`config.mk`:
```
export PLATFORM = sky130hd
export DESIGN_NAME = serial_ripple_adder_flat
export DESIGN_NICKNAME = d
export VERILOG_FILES = /design/src/rtl/serial_ripple_adder_if.sv /design/src/rtl/full_adder.sv /design/src/rtl/serial_ripple_adder.sv /design/src/flat_wrapper.sv
export SDC_FILE = /design/constraint.sdc
export NUM_CORES = 1
export LEC_CHECK = 0
export BUFFER_PORTS_ARGS = -buffer_cell sky130_fd_sc_hd__buf_4
export CAP_MARGIN = 20
export CORE_MARGIN = 3
export CORE_UTILIZATION = 59
export CTS_CLUSTER_DIAMETER = 50
export CTS_CLUSTER_SIZE = 10
export DETAILED_ROUTE_END_ITERATION = 6
export PLACE_DENSITY = 0.84
export RECOVER_POWER = 25
export SLEW_MARGIN = 20
export SYNTH_ARGS = -nofsm -noshare
export SYNTH_HDL_FRONTEND = slang
export SYNTH_SLANG_ARGS = --single-unit
```
`constraint.sdc`:
```
create_clock -name clk -period 3.75 [get_ports clk]
set_input_delay 1.125 -clock clk [delete_from_list [all_inputs] [get_ports clk]]
set_output_delay 1.125 -clock clk [all_outputs]
set_load 0.01 [all_outputs]
```
`src/rtl/serial_ripple_adder_if.sv`:
```
// Operand/result handshake bundle for serial_ripple_adder.
// slave is the adder side; master is the operand source / result consumer.
interface serial_ripple_adder_if #(
    parameter int unsigned WIDTH = 8
);
    logic             in_valid;
    logic             in_ready;
    logic [WIDTH-1:0] a;
    logic [WIDTH-1:0] b;
    logic             cin;
    logic             out_valid;
    logic             out_ready;
    logic [WIDTH-1:0] sum;
    logic             cout;
    logic             busy;

    modport master (
        output in_valid,
        output a,
        output b,
        output cin,
        output out_ready,
        input  in_ready,
        input  out_valid,
        input  sum,
        input  cout,
        input  busy
    );

    modport slave (
        input  in_valid,
        input  a,
        input  b,
        input  cin,
        input  out_ready,
        output in_ready,
        output out_valid,
        output sum,
        output cout,
        output busy
    );
endinterface

```
`src/rtl/full_adder.sv`:
```
// 1-bit full-adder cell shared by the bit-serial datapaths.
module full_adder (
    input  logic i_a,
    input  logic i_b,
    input  logic i_cin,
    output logic o_s,
    output logic o_c
);
    logic w_p;

    assign w_p = i_a ^ i_b;
    assign o_s = w_p ^ i_cin;
    assign o_c = (i_a & i_b) | (i_cin & w_p);
endmodule

```
`src/rtl/serial_ripple_adder.sv`:
```
// Bit-serial WIDTH-bit adder: one full-adder cell reused LSB-first, carry held in a register.
// Operands are taken in parallel in IDLE, the result is presented in parallel in DONE.
module serial_ripple_adder #(
    parameter int unsigned WIDTH = 8
) (
    input logic                  clk,
    input logic                  rst,
    serial_ripple_adder_if.slave bus
);
    localparam int unsigned CntW = $clog2(WIDTH + 1);
    localparam logic [CntW-1:0] LastBit = CntW'(WIDTH - 1);

    typedef enum logic [1:0] {
        StIdle,
        StRun,
        StDone
    } state_e;

    state_e r_state;
    state_e w_state_d;

    logic [WIDTH-1:0] r_a_sh;
    logic [WIDTH-1:0] r_b_sh;
    logic [WIDTH-1:0] r_sum_sh;
    logic [WIDTH-1:0] r_sum;
    logic             r_carry;
    logic             r_cout;
    logic [CntW-1:0]  r_count;

    logic             w_accept;
    logic             w_step;
    logic             w_last;
    logic             w_s;
    logic             w_c;
    logic [WIDTH-1:0] w_sum_sh_d;

    full_adder u_bit_cell (
        .i_a  (r_a_sh[0]),
        .i_b  (r_b_sh[0]),
        .i_cin(r_carry),
        .o_s  (w_s),
        .o_c  (w_c)
    );

    always_ff @(posedge clk or posedge rst) begin
        if (rst) begin
            r_state <= StIdle;
        end else begin
            r_state <= w_state_d;
        end
    end

    always_comb begin
        w_state_d = r_state;
        w_accept  = 1'b0;
        w_step    = 1'b0;
        w_last    = 1'b0;
        unique case (r_state)
            StIdle: begin
                if (bus.in_valid) begin
                    w_accept  = 1'b1;
                    w_state_d = StRun;
                end
            end
            StRun: begin
                w_step = 1'b1;
                if (r_count == LastBit) begin
                    w_last    = 1'b1;
                    w_state_d = StDone;
                end
            end
            StDone: begin
                if (bus.out_ready) begin
                    w_state_d = StIdle;
                end
            end
            default: begin
                w_state_d = StIdle;
            end
        endcase
    end

    // New sum bit enters at the MSB so that after WIDTH shifts bit 0 sits at the LSB.
    always_comb begin
        w_sum_sh_d            = r_sum_sh >> 1;
        w_sum_sh_d[WIDTH-1]   = w_s;
    end

    always_ff @(posedge clk or posedge rst) begin
        if (rst) begin
            r_a_sh   <= '0;
            r_b_sh   <= '0;
            r_sum_sh <= '0;
            r_carry  <= 1'b0;
            r_count  <= '0;
            r_sum    <= '0;
            r_cout   <= 1'b0;
        end else if (w_accept) begin
            r_a_sh   <= bus.a;
            r_b_sh   <= bus.b;
            r_sum_sh <= '0;
            r_carry  <= bus.cin;
            r_count  <= '0;
        end else if (w_step) begin
            r_a_sh   <= r_a_sh >> 1;
            r_b_sh   <= r_b_sh >> 1;
            r_sum_sh <= w_sum_sh_d;
            r_carry  <= w_c;
            r_count  <= r_count + 1'b1;
            // Result registers only move on the final bit, so they hold through IDLE.
            if (w_last) begin
                r_sum  <= w_sum_sh_d;
                r_cout <= w_c;
            end
        end
    end

    assign bus.in_ready  = (r_state == StIdle);
    assign bus.out_valid = (r_state == StDone);
    assign bus.busy      = (r_state == StRun) || (r_state == StDone);
    assign bus.sum       = r_sum;
    assign bus.cout      = r_cout;
endmodule

```
`src/flat_wrapper.sv`:
```
// flat-port wrapper written by rule: the top's interface ports become plain ports
module serial_ripple_adder_flat 
#(
    parameter int unsigned WIDTH = 8
)
  (clk, rst, bus_in_valid, bus_a, bus_b, bus_cin, bus_out_ready, bus_in_ready, bus_out_valid, bus_sum, bus_cout, bus_busy);
  serial_ripple_adder_if #(.WIDTH(WIDTH)) bus_i ();
  input logic clk;
  input logic rst;
  input wire logic [$bits(bus_i.in_valid)-1:0] bus_in_valid;
  input wire logic [$bits(bus_i.a)-1:0] bus_a;
  input wire logic [$bits(bus_i.b)-1:0] bus_b;
  input wire logic [$bits(bus_i.cin)-1:0] bus_cin;
  input wire logic [$bits(bus_i.out_ready)-1:0] bus_out_ready;
  output wire logic [$bits(bus_i.in_ready)-1:0] bus_in_ready;
  output wire logic [$bits(bus_i.out_valid)-1:0] bus_out_valid;
  output wire logic [$bits(bus_i.sum)-1:0] bus_sum;
  output wire logic [$bits(bus_i.cout)-1:0] bus_cout;
  output wire logic [$bits(bus_i.busy)-1:0] bus_busy;
  assign bus_i.in_valid = bus_in_valid;
  assign bus_i.a = bus_a;
  assign bus_i.b = bus_b;
  assign bus_i.cin = bus_cin;
  assign bus_i.out_ready = bus_out_ready;
  assign bus_in_ready = bus_i.in_ready;
  assign bus_out_valid = bus_i.out_valid;
  assign bus_sum = bus_i.sum;
  assign bus_cout = bus_i.cout;
  assign bus_busy = bus_i.busy;
  serial_ripple_adder #(.WIDTH(WIDTH)) u_core (.clk(clk), .rst(rst), .bus(bus_i));
endmodule
```
==> results of run 1 <==
## layout make-up
cell class              count  area [um^2]  share of cell area [%]
flip-flops and latches     39        975.9                   45.69
multi-input cells         100        782.0                   36.61
repair buffers             35        259.0                   12.13
clock buffers               8        68.82                   3.222
well taps                  31        38.79                   1.816
inverters                   3        11.26                  0.5272
## kinds of logic (layout without fill, tap and decap cells)
logic type,Yosys count,after routing,synth area share (%)
AND/OR/NAND/NOR,39,39,10.65
adder cells (fa/ha/maj),6,6,4.536
multiplexers,33,33,20.69
AO/OA/AOI/OAI,19,19,5.636
XOR/XNOR,3,3,1.444
flip-flops,39,39,53.61
buffers and inverters,11,46,3.436
## how the worst max path moves through the flow
stage	start	end	slack [ns]	cells after the start
6_report	rst	u_core.r_a_sh[1]$_DFFE_PP0P_	1.13	3
5_1_grt	rst	u_core.r_a_sh[3]$_DFFE_PP0P_	0.66	3
4_1_cts	u_core.r_state[1]$_DFFE_PP0P_	bus_busy	1.36	3
3_5_place_dp	bus_in_valid	u_core.r_b_sh[7]$_DFFE_PP0P_	1.56	4
3_3_place_gp	bus_in_valid	u_core.bus.sum[4]$_DFFE_PP0P_	1.61	4
2_1_floorplan	bus_in_valid	u_core.bus.cout$_DFFE_PP0P_	1.71	4
## routing by layer
layer	share of wire, %	global-route usage, %	vias to the layer above
li1	-	-	581
met5	0	0	-
met2	51	31.84	19
met3	3.5	3.774	5
met1	44	26.57	578
met4	1.5	8.182	0
## power by group
part	total [uW]	internal, uW	leakage [uW]	switching (uW)
Combinational	635	313	0.000541	322
Clock	237	110	0.0000386	127
Sequential	687	578	0.000510	110
Total	1560	1000	0.00109	559
## through the flow
step / utilization [%] / area [um^2] / setup WS, ns / total power [uW] / hold WS [ns]
floorplan: - / 1821 / 1.706 / 1169 / 0.4807
global placement: 72.59 / 2071 / 1.610 / 1289 / 0.4965
detailed placement: 72.59 / 2071 / 1.557 / 1337 / 0.4998
CTS: 75.00 / 2140 / 1.356 / 1576 / 0.5306
global route: 74.87 / 2136 / 0.6604 / 1672 / 0.5489
finish: 74.87 / 2136 / 1.128 / 1560 / 0.5301
## worst register-to-register path: cells and delay by family, from the launching register on
| family | cells | cell delay [ns] |
|---|---|---|
| fa+ha+maj | 1 | 0.34 |
| flops | 1 | 0.41 |
| mux | 1 | 0.28 |
| compound gates | 1 | 0.09 |
| buf+inv | 2 | 0.54 |
## cell usage in the layout (no fill, tap or decap)
cell	n
dfrtp_1	39
buf_4	34
mux2i_1	23
nand2_1	18
o21ai_1	15
nor2_1	11
mux2_4	9
ha_1	5
clkbuf_4	5
inv_1	3
nor2b_1	2
xor2_1	2
nand2b_1	2
o21ai_0	2
clkbuf_1	2
clkbuf_8	2
and2_1	1
nand3b_1	1
nor3_1	1
o32a_1	1
nand4b_2	1
nor2_8	1
a211oi_1	1
mux2_1	1
xnor2_1	1
nand4_1	1
fa_1	1
## sequential cells by signal, summed over array words and instances, names as in the netlist
signal / flops
u_core.r_carry: 1
u_core.r_sum_sh: 7
u_core.r_a_sh: 8
u_core.r_state: 2
u_core.bus.cout: 1
u_core.bus.sum: 8
u_core.r_b_sh: 8
u_core.r_count: 4
==> results by group, run 1 <==
Clock tree
  – # resized after CTS: 0
  – CTS Buf Count: 5
  – # hold bufs at CTS: 0
  – Root Buffer: clkbuf_4
  – CTS tree: yes
  – Clk pin slew, worst setup/hold paths: 0.10 ns
  – H-tree depth: 2
  – # clock sinks: 39
  – Worst skew pair latency: 0.34 ns
  – Post-CTS setup buffer count: 0
  – CTS Buffer Depth: 2

Power
  – Power Density: 730.5 mW/mm^2
  – P_leak: 0.001090 uW
  – Maximum vdd drop: 376.9 uV

Final layout
  – Ant. Diodes: 0
  – Filler cell count: 201
  – Synthesis-to-finish area growth: 17.32%
  – Fin cells: 216
  – Layout cell share with drive strength beyond 1: 28.11%
  – # nets final: 211

Drt
  – Post-route DRC: 0
  – TritonRoute pass-1 iters: 4
  – DRT iter0 DRCs: 34
  – Avg Vias per Cell: 5.477
  – ANT nets after route: 0
  – Drt total wl: 3315 um
  – Avg WL per Cell: 15.35 um
  – Total via count in the routed design: 1,183

Global routing
  – Total global routing overflow: 0
  – Initial antenna violation count: 0
  – Vias in the first global route: 1,162
  – Gr usage total: 19.87%
  – Wire length of the first global-routing pass: 5457 um
  – Largest net degree at the start of global routing: 46

Synth
  – Synth Cell Area: 0.001820 mm^2
  – Yosys warns: 0
  – Synth top area cells: dfrtp_1 (54%), mux2i_1 (13%), mux2_4 (7.4%), o21ai_1 (4.1%), nand2_1 (3.7%)
  – Top-count cell post-synth: dfrtp_1
  – Top_reg_cell synth: dfrtp_1
  – Sequential area share after synthesis: 53.61%
  – Synth Net Count: 177
  – Ys async rst share: 100.0%
  – Top-area cell type share of the netlist area: 53.61%
  – Leading area contributor after synthesis: dfrtp_1
  – Mean Syn Cell Area: 12.14 um^2
  – Post-synth top cells: dfrtp_1 (39), mux2i_1 (23), nand2_1 (18)
  – Cells after Synth: 150
  – Flops & latches, synth: 39
  – Synth cell types: 27
  – EDFF count, synth: 0

Setup path
  – Setup Crit Path Kind: input port to asynchronous set/reset pin
  – CP Launch Type: input port
  – Crit. End Element: asynchronous set/reset pin
  – CP Data Required Time: 3.82 ns
  – CP delay by family, top: buffers and inverters
  – Max FO, Critical Path: 39
  – CP peak stage delay: 1.41 ns
  – Crit path arrival time: 2.69 ns
  – Worst-path cell chain: buf_4 > inv_1 > clkbuf_1
  – R2R cell count: 5
  – Reg-to-Reg End: u_core.r_b_sh[2]$_DFFE_PP0P_
  – R2r startpoint: u_core.r_state[1]$_DFFE_PP0P_
  – Crit path buffers/inverters: 3
  – CP max-delay cell: clkbuf_1
  – Minimum setup slack among reg-to-reg paths: 1.96 ns

STA
  – Fin. max-slew vios: 40
  – Final Setup Violations: 0
  – RSZ-0062 raised after global routing: no
  – Fmax: 381.4 MHz
  – Post-route setup TNS: 0 ns
  – Final hold vios: 0
  – Final worst path period share: 69.93%
  – Worst slew margin: -31.92%
  – Worst-margin pin slew: 1.979 ns
  – Worst clock skew: 0.003952 ns
  – Minimum clock period: 2.622 ns

Die
  – Core area: 0.002853 mm^2
  – Die Width: 61.55 um
  – Die height: 61.55 um
  – DIE AREA: 0.003788 mm^2
  – IO Count: 33
  – Row cnt: 19
  – Initial Utilization: 63.82%

Outcome
  – Failing checks: max-capacitance violations, max-slew violations
  – Outcome: complete, but fails checks

Worst hold path
  – Type of the most critical hold path: flip-flop to flip-flop
  – Hold_sp: u_core.bus.sum[7]$_DFFE_PP0P_
  – WHS Path Cells: 1
  – Hold Path End: u_core.bus.sum[7]$_DFFE_PP0P_

Placed design
  – Placed insts: 208
  – Routability cong.: 0.7120
  – IO buf count: 32
  – DP HPWL: 2355 um

Run
  – Max-capacitance violation count: 1
No activity file was read; power rests on OpenSTA's default activity.
==> inputs of run 2 (changes only) <==
--- a/config.mk
+++ b/config.mk
@@ -8,11 +8,11 @@
 export BUFFER_PORTS_ARGS = -buffer_cell sky130_fd_sc_hd__buf_4
 export CAP_MARGIN = 20
 export CORE_MARGIN = 3
-export CORE_UTILIZATION = 59
+export CORE_UTILIZATION = 49
 export CTS_CLUSTER_DIAMETER = 50
 export CTS_CLUSTER_SIZE = 10
 export DETAILED_ROUTE_END_ITERATION = 6
-export PLACE_DENSITY = 0.84
+export PLACE_DENSITY = 0.74
 export RECOVER_POWER = 25
 export SLEW_MARGIN = 20
 export SYNTH_ARGS = -nofsm -noshare
==> constraint.sdc (replaced) <==
create_clock -name clk -period 2.3 [get_ports clk]
set_input_delay 0.69 -clock clk [delete_from_list [all_inputs] [get_ports clk]]
set_output_delay 0.69 -clock clk [all_outputs]
set_load 0.01 [all_outputs]
==> run 2 against run 1 <==
Net effect:
- the run now ends clean
- highest routed layer unchanged
- setup slack lost 0.73 ns
- clock skew grew 0.0030 ns
- clock power grew 85%
==> results by group, run 2 (same netlist as run 1, synthesis figures left out) <==
Setup path
  – Max FO, Critical Path: 3
  – R2r startpoint: u_core.r_state[1]$_DFFE_PP0P_
  – R2R cell count: 5
  – Crit. End Element: output pin
  – Reg-to-Reg End: u_core.r_state[0]$_DFFE_PP0P_
  – CP Data Required Time: 1.61 ns
  – CP Launch Type: flip-flop
  – Minimum setup slack among reg-to-reg paths: 0.55 ns
  – Crit path arrival time: 1.21 ns
  – Setup Crit Path Kind: flip-flop to output pin

Clock tree
  – H-tree depth: 2
  – CTS Buf Count: 5
  – Root Buffer: clkbuf_8
  – # clock sinks: 39
  – Post-CTS setup buffer count: 0
  – CTS Buffer Depth: 2
  – # resized after CTS: 0
  – Clk pin slew, worst setup/hold paths: 0.07 ns
  – Worst skew pair latency: 0.29 ns
  – # hold bufs at CTS: 0
  – CTS tree: yes

STA
  – Worst slew margin: 37.48%
  – Final Setup Violations: 0
  – Setup WS post-layout: 0.4009 ns
  – Worst clock skew: 0.006989 ns
  – Fmax: 526.6 MHz
  – Final worst path period share: 82.57%
  – Fin. max-slew vios: 0
  – Minimum clock period: 1.899 ns
  – Final hold vios: 0
  – Worst-margin pin slew: 0.9379 ns
  – Post-route setup TNS: 0 ns
  – RSZ-0062 raised after global routing: no

Placed design
  – Placed cell areas: 0.002090 mm^2
  – Placed insts: 223
  – Post-place setup slack: 0.5686 ns
  – IO buf count: 32
  – DP HPWL: 2095 um
  – Routability cong.: 0.7218

Outcome
  – Outcome: finished clean

Drt
  – Total via count in the routed design: 1,163
  – Avg WL per Cell: 13.01 um
  – DRT iter0 DRCs: 54
  – Drt total wl: 3006 um
  – Avg Vias per Cell: 5.035
  – Post-route DRC: 0
  – TritonRoute pass-1 iters: 4
  – ANT nets after route: 0

Final layout
  – Commonest non-fill, non-tap cell in the layout: dfrtp_1
  – # nets final: 211
  – Layout cell share with drive strength beyond 1: 28.11%
  – FF+latch area: 975.9 um^2
  – Commonest non-fill, non-tap cells in the layout: dfrtp_1 (39), buf_4 (33), mux2i_1 (23)
  – Filler cell count: 295
  – Ant. Diodes: 0
  – Design area: 0.002168 mm^2
  – Area of the multi-input gates: 782.0 um^2
  – Synthesis-to-finish area growth: 19.11%
  – Fin cells: 231

Global routing
  – Vias in the first global route: 1,176
  – Largest net degree at the start of global routing: 46
  – Total global routing overflow: 0
  – Gr usage total: 15.73%
  – Wire length of the first global-routing pass: 5175 um
  – Initial antenna violation count: 0

Die
  – Die height: 66.96 um
  – Row cnt: 21
  – IO Count: 33
  – Initial Utilization: 52.49%
  – Core area: 0.003468 mm^2
  – Die Width: 66.96 um
  – DIE AREA: 0.004483 mm^2

Run
  – Max-capacitance violation count: 0

Worst hold path
  – WHS Path Cells: 1
  – Type of the most critical hold path: flip-flop to flip-flop
  – Hold Path End: u_core.bus.sum[0]$_DFFE_PP0P_
  – Hold_sp: u_core.bus.sum[0]$_DFFE_PP0P_

Power
  – Power Density: 1182 mW/mm^2
  – P_leak: 0.001096 uW
  – Maximum vdd drop: 538.8 uV
[run 2: cell types whose count changed in the layout (fill, tap and decap cells not counted), sizes merged]
cell    before  now
clkinv       0    1
buf         34   33
[run 2: cell type report]
cell class,count,area share (%)
Sequential cell,39,45.01
Multi-Input combinational cell,100,36.06
Tap cell,46,2.654
Timing Repair Buffer,35,12.00
Inverter,3,0.5193
Clock buffer,7,3.520
Clock inverter,1,0.2308
[run 2: critical path, stage by stage (launching register included)]
cell and delay (ns):
dfrtp_1 0.40, inv_1 0.12, ha_1 0.25, buf_4 0.14
[run 2: worst max path at each step]
stage | cells past startpoint | start | to
final | 3 | u_core.r_state[0]$_DFFE_PP0P_ | bus_busy
after global routing | 3 | u_core.r_state[1]$_DFFE_PP0P_ | bus_busy
after CTS | 3 | u_core.r_state[0]$_DFFE_PP0P_ | bus_busy
after detailed placement | 4 | bus_in_valid | u_core.r_b_sh[7]$_DFFE_PP0P_
after global placement | 4 | bus_in_valid | u_core.r_a_sh[7]$_DFFE_PP0P_
after floorplan | 6 | u_core.r_state[0]$_DFFE_PP0P_ | u_core.bus.cout$_DFFE_PP0P_
[run 2: metrics by stage]
step / hold slack, ns / utilization [%] / power [uW]
after detailed placement: 0.4962 / 60.25 / 2157
after global placement: 0.4919 / 60.25 / 2114
after floorplan: 0.4807 / - / 1906
after CTS: 0.5189 / 62.59 / 2600
after global routing: 0.5362 / 62.52 / 2767
final: 0.5134 / 62.52 / 2562
[run 2: power by group]
part | total [uW] | leakage (uW) | internal [uW] | switching, uW
Combinational | 1010 | 0.000544 | 509 | 504
Sequential | 1110 | 0.000510 | 944 | 166
Clock | 439 | 0.0000422 | 213 | 227
Total | 2560 | 0.00110 | 1660 | 897
[run 2: layer usage]
layer	vias up	part of all wire, %	wire length (um)	GRT usage [%]
li1	576	-	-	-
met1	548	44	1336	18.84
met2	31	48	1432	25.37
met3	8	5.3	159	4.553
met4	0	2.6	77	8.354
met5	-	0	0	0
==> inputs of run 3 (changes only) <==
--- a/config.mk
+++ b/config.mk
@@ -5,6 +5,7 @@
 export SDC_FILE = /design/constraint.sdc
 export NUM_CORES = 1
 export LEC_CHECK = 0
+export ABC_AREA = 1
 export BUFFER_PORTS_ARGS = -buffer_cell sky130_fd_sc_hd__buf_4
 export CAP_MARGIN = 20
 export CORE_MARGIN = 3
@@ -12,7 +13,7 @@
 export CTS_CLUSTER_DIAMETER = 50
 export CTS_CLUSTER_SIZE = 10
 export DETAILED_ROUTE_END_ITERATION = 6
-export PLACE_DENSITY = 0.74
+export PLACE_DENSITY = 0.75
 export RECOVER_POWER = 25
 export SLEW_MARGIN = 20
 export SYNTH_ARGS = -nofsm -noshare
==> constraint.sdc (replaced) <==
create_clock -name clk -period 1.7 [get_ports clk]
set_input_delay 0.51 -clock clk [delete_from_list [all_inputs] [get_ports clk]]
set_output_delay 0.51 -clock clk [all_outputs]
set_load 0.01 [all_outputs]
==> run 3 against run 2 <==
Net effect:
- die area down 2.8%
- non-clock buffer count up 1
- utilization up 0.24 points
- sequential power up 23%
- register-to-register slack worse by 0.36 ns
- critical path type unchanged
- clock-buffer cell count up 1
- clock power up 20%
==> results by group, run 3 <==
Die
  – DIE AREA: 0.004357 mm^2
  – IO Count: 33
  – Initial Utilization: 52.05%
  – Row cnt: 21
  – Core area: 0.003390 mm^2
  – Die Width: 66.01 um
  – Die height: 66.01 um

STA
  – Final worst path period share: 97.79%
  – Worst slew margin: 39.09%
  – Final Setup Violations: 0
  – Hold_ws: 0.3661 ns
  – Minimum clock period: 1.662 ns
  – Fmax: 601.5 MHz
  – Final hold vios: 0
  – Worst clock skew: 0.004347 ns
  – Post-route setup TNS: 0 ns
  – Fin. max-slew vios: 0
  – Worst-margin pin slew: 0.9136 ns
  – RSZ-0062 raised after global routing: yes

Drt
  – ANT nets after route: 0
  – Avg Vias per Cell: 4.825
  – Post-route DRC: 0
  – Drt total wl: 3110 um
  – DRT iter0 DRCs: 72
  – TritonRoute pass-1 iters: 5
  – Avg WL per Cell: 10.91 um
  – Total via count in the routed design: 1,375

Power
  – P_leak: 0.001128 uW
  – Power Density: 1484 mW/mm^2
  – Maximum vdd drop: 706.5 uV

Global routing
  – Vias in the first global route: 1,280
  – Gr usage total: 16.40%
  – Wire length of the first global-routing pass: 5492 um
  – Initial antenna violation count: 0
  – Total global routing overflow: 0
  – Largest net degree at the start of global routing: 40

Final layout
  – Final core occ: 62.75%
  – Commonest non-fill, non-tap cells in the layout: nand2_1 (87), dfrtp_1 (39), buf_4 (33)
  – # nets final: 265
  – Ant. Diodes: 0
  – Commonest non-fill, non-tap cell in the layout: nand2_1
  – Synthesis-to-finish area growth: 20.57%
  – Layout cell share with drive strength beyond 1: 23.85%

Worst hold path
  – WHS Path Cells: 3
  – Type of the most critical hold path: input port to flip-flop

Synth
  – Synth Cell Area: 0.001764 mm^2
  – EDFF count, synth: 0
  – Flops & latches, synth: 39
  – Mean Syn Cell Area: 8.777 um^2
  – Top-area cell type share of the netlist area: 55.32%
  – Synth cell types: 20
  – Leading area contributor after synthesis: dfrtp_1
  – Top_reg_cell synth: dfrtp_1
  – Cells after Synth: 201
  – Yosys warns: 0
  – Ys async rst share: 100.0%
  – Synth Net Count: 228
  – Top-count cell post-synth: nand2_1
  – Synth top area cells: dfrtp_1 (55%), nand2_1 (19%), nand3_1 (4.8%), ha_1 (3.5%), inv_1 (2.8%)
  – Sequential area share after synthesis: 55.32%
  – Post-synth top cells: nand2_1 (87), dfrtp_1 (39), nand3_1 (17)

Setup path
  – Max FO, Critical Path: 3
  – CP Data Required Time: 1.19 ns
  – Crit. End Element: output pin
  – Setup Crit Path Kind: flip-flop to output pin
  – CP peak stage delay: 0.40 ns
  – CP max-delay cell: dfrtp_1
  – R2R cell count: 5
  – Crit path arrival time: 1.15 ns
  – Worst-path cell chain: inv_2 > ha_4 > buf_6
  – CP Launch Type: flip-flop

Clock tree
  – Clk pin slew, worst setup/hold paths: 0.11 ns
  – Root Buffer: clkbuf_4
  – Worst skew pair latency: 0.33 ns
  – H-tree depth: 2
  – CTS tree: yes
  – CTS Buf Count: 5
  – CTS Buffer Depth: 2
  – # clock sinks: 39

Placed design
  – Routability cong.: 0.8153
  – DP HPWL: 2140 um
  – IO buf count: 32

Outcome
  – Outcome: finished clean

Run
  – Max-capacitance violation count: 0
run 3: cell count changes after synthesis, moves of 7 or more:
cell / change
inv_1: +10
mux2_4: -9
mux2i_1: -23
nand2_1: +69
nand3_1: +17
nor2_1: -8
o21ai_0: +7
o21ai_1: -10
run 3: layer usage:
metal | GRT usage (%) | wire length [um] | up-vias
met2 | 26.03 | 1380 | 41
met1 | 21.59 | 1489 | 616
met3 | 4.252 | 190 | 7
li1 | - | - | 711
met5 | 0 | 0 | -
met4 | 6.091 | 50 | 0
run 3: where the power goes:
group	leakage [uW]	internal, uW	switching, uW
clock network	0.0000386	243	281
logic	0.000574	499	769
registers	0.000516	1210	158
total	0.00113	1950	1210
run 3: cells by family (layout without fill, tap and decap cells):
group,count (synthesis),count (layout),share of synthesized area (%)
simple gates,113,113,27.09
buf+inv,23,61,6.880
fa+ha+maj,6,6,4.681
compound gates,20,20,6.028
flops,39,39,55.32
run 3: layout make-up:
cell class,count,area (um^2)
timing repair buffer,36,271.5
tap,46,57.56
fill,304,1262
sequential,39,975.9
multi-input combinational,139,684.4
clock buffer,8,68.82
inverter,17,68.82
run 3: critical path, delay by kind of cell, from the launching register on:
kind	cells	cell delay [ns]
adders and majority gates	1	0.21
buffers and inverters	2	0.21
DFF	1	0.40
run 3: path summary, 6_finish.rpt:
path | from | slack [ns] | endpoint
worst max-delay path | u_core.r_state[0]$_DFFE_PP0P_ | 0.04 | bus_busy
min in group asynchronous | rst | 0.44 | u_core.r_b_sh[5]$_DFFE_PP0P_
worst min-delay path | bus_b[7] | 0.37 | u_core.r_b_sh[7]$_DFFE_PP0P_
max in group asynchronous | rst | 0.69 | u_core.r_sum_sh[7]$_DFFE_PP0P_
worst max register to register | u_core.r_count[0]$_DFFE_PP0P_ | 0.19 | u_core.r_state[0]$_DFFE_PP0P_
worst min register to register | u_core.r_sum_sh[7]$_DFFE_PP0P_ | 0.48 | u_core.bus.sum[6]$_DFFE_PP0P_
run 3: metrics by stage:
| stage | instances | area [um^2] | setup WS (ns) | total power [uW] |
|---|---|---|---|---|
| CTS | 285 | 2122 | 0.03062 | 3147 |
| floorplan | 201 | 1764 | 0.2886 | 2318 |
| global placement | 274 | 2014 | 0.2501 | 2495 |
| detailed placement | 274 | 2014 | 0.1932 | 2526 |
| global route | 285 | 2127 | -0.02483 | 3440 |
| finish | 285 | 2127 | 0.03750 | 3157 |
run 3: timing repair:
item | 4_1_cts | 5_1_grt
endpoints found under the setup margin | 3 | 13
pin swaps | 0 | 0
gates cloned | 0 | 0
setup buffers | 3 | 0
resized for setup | 4 | 4
hold buffers | 0 | 0
endpoints found under the hold margin | 0 | 0
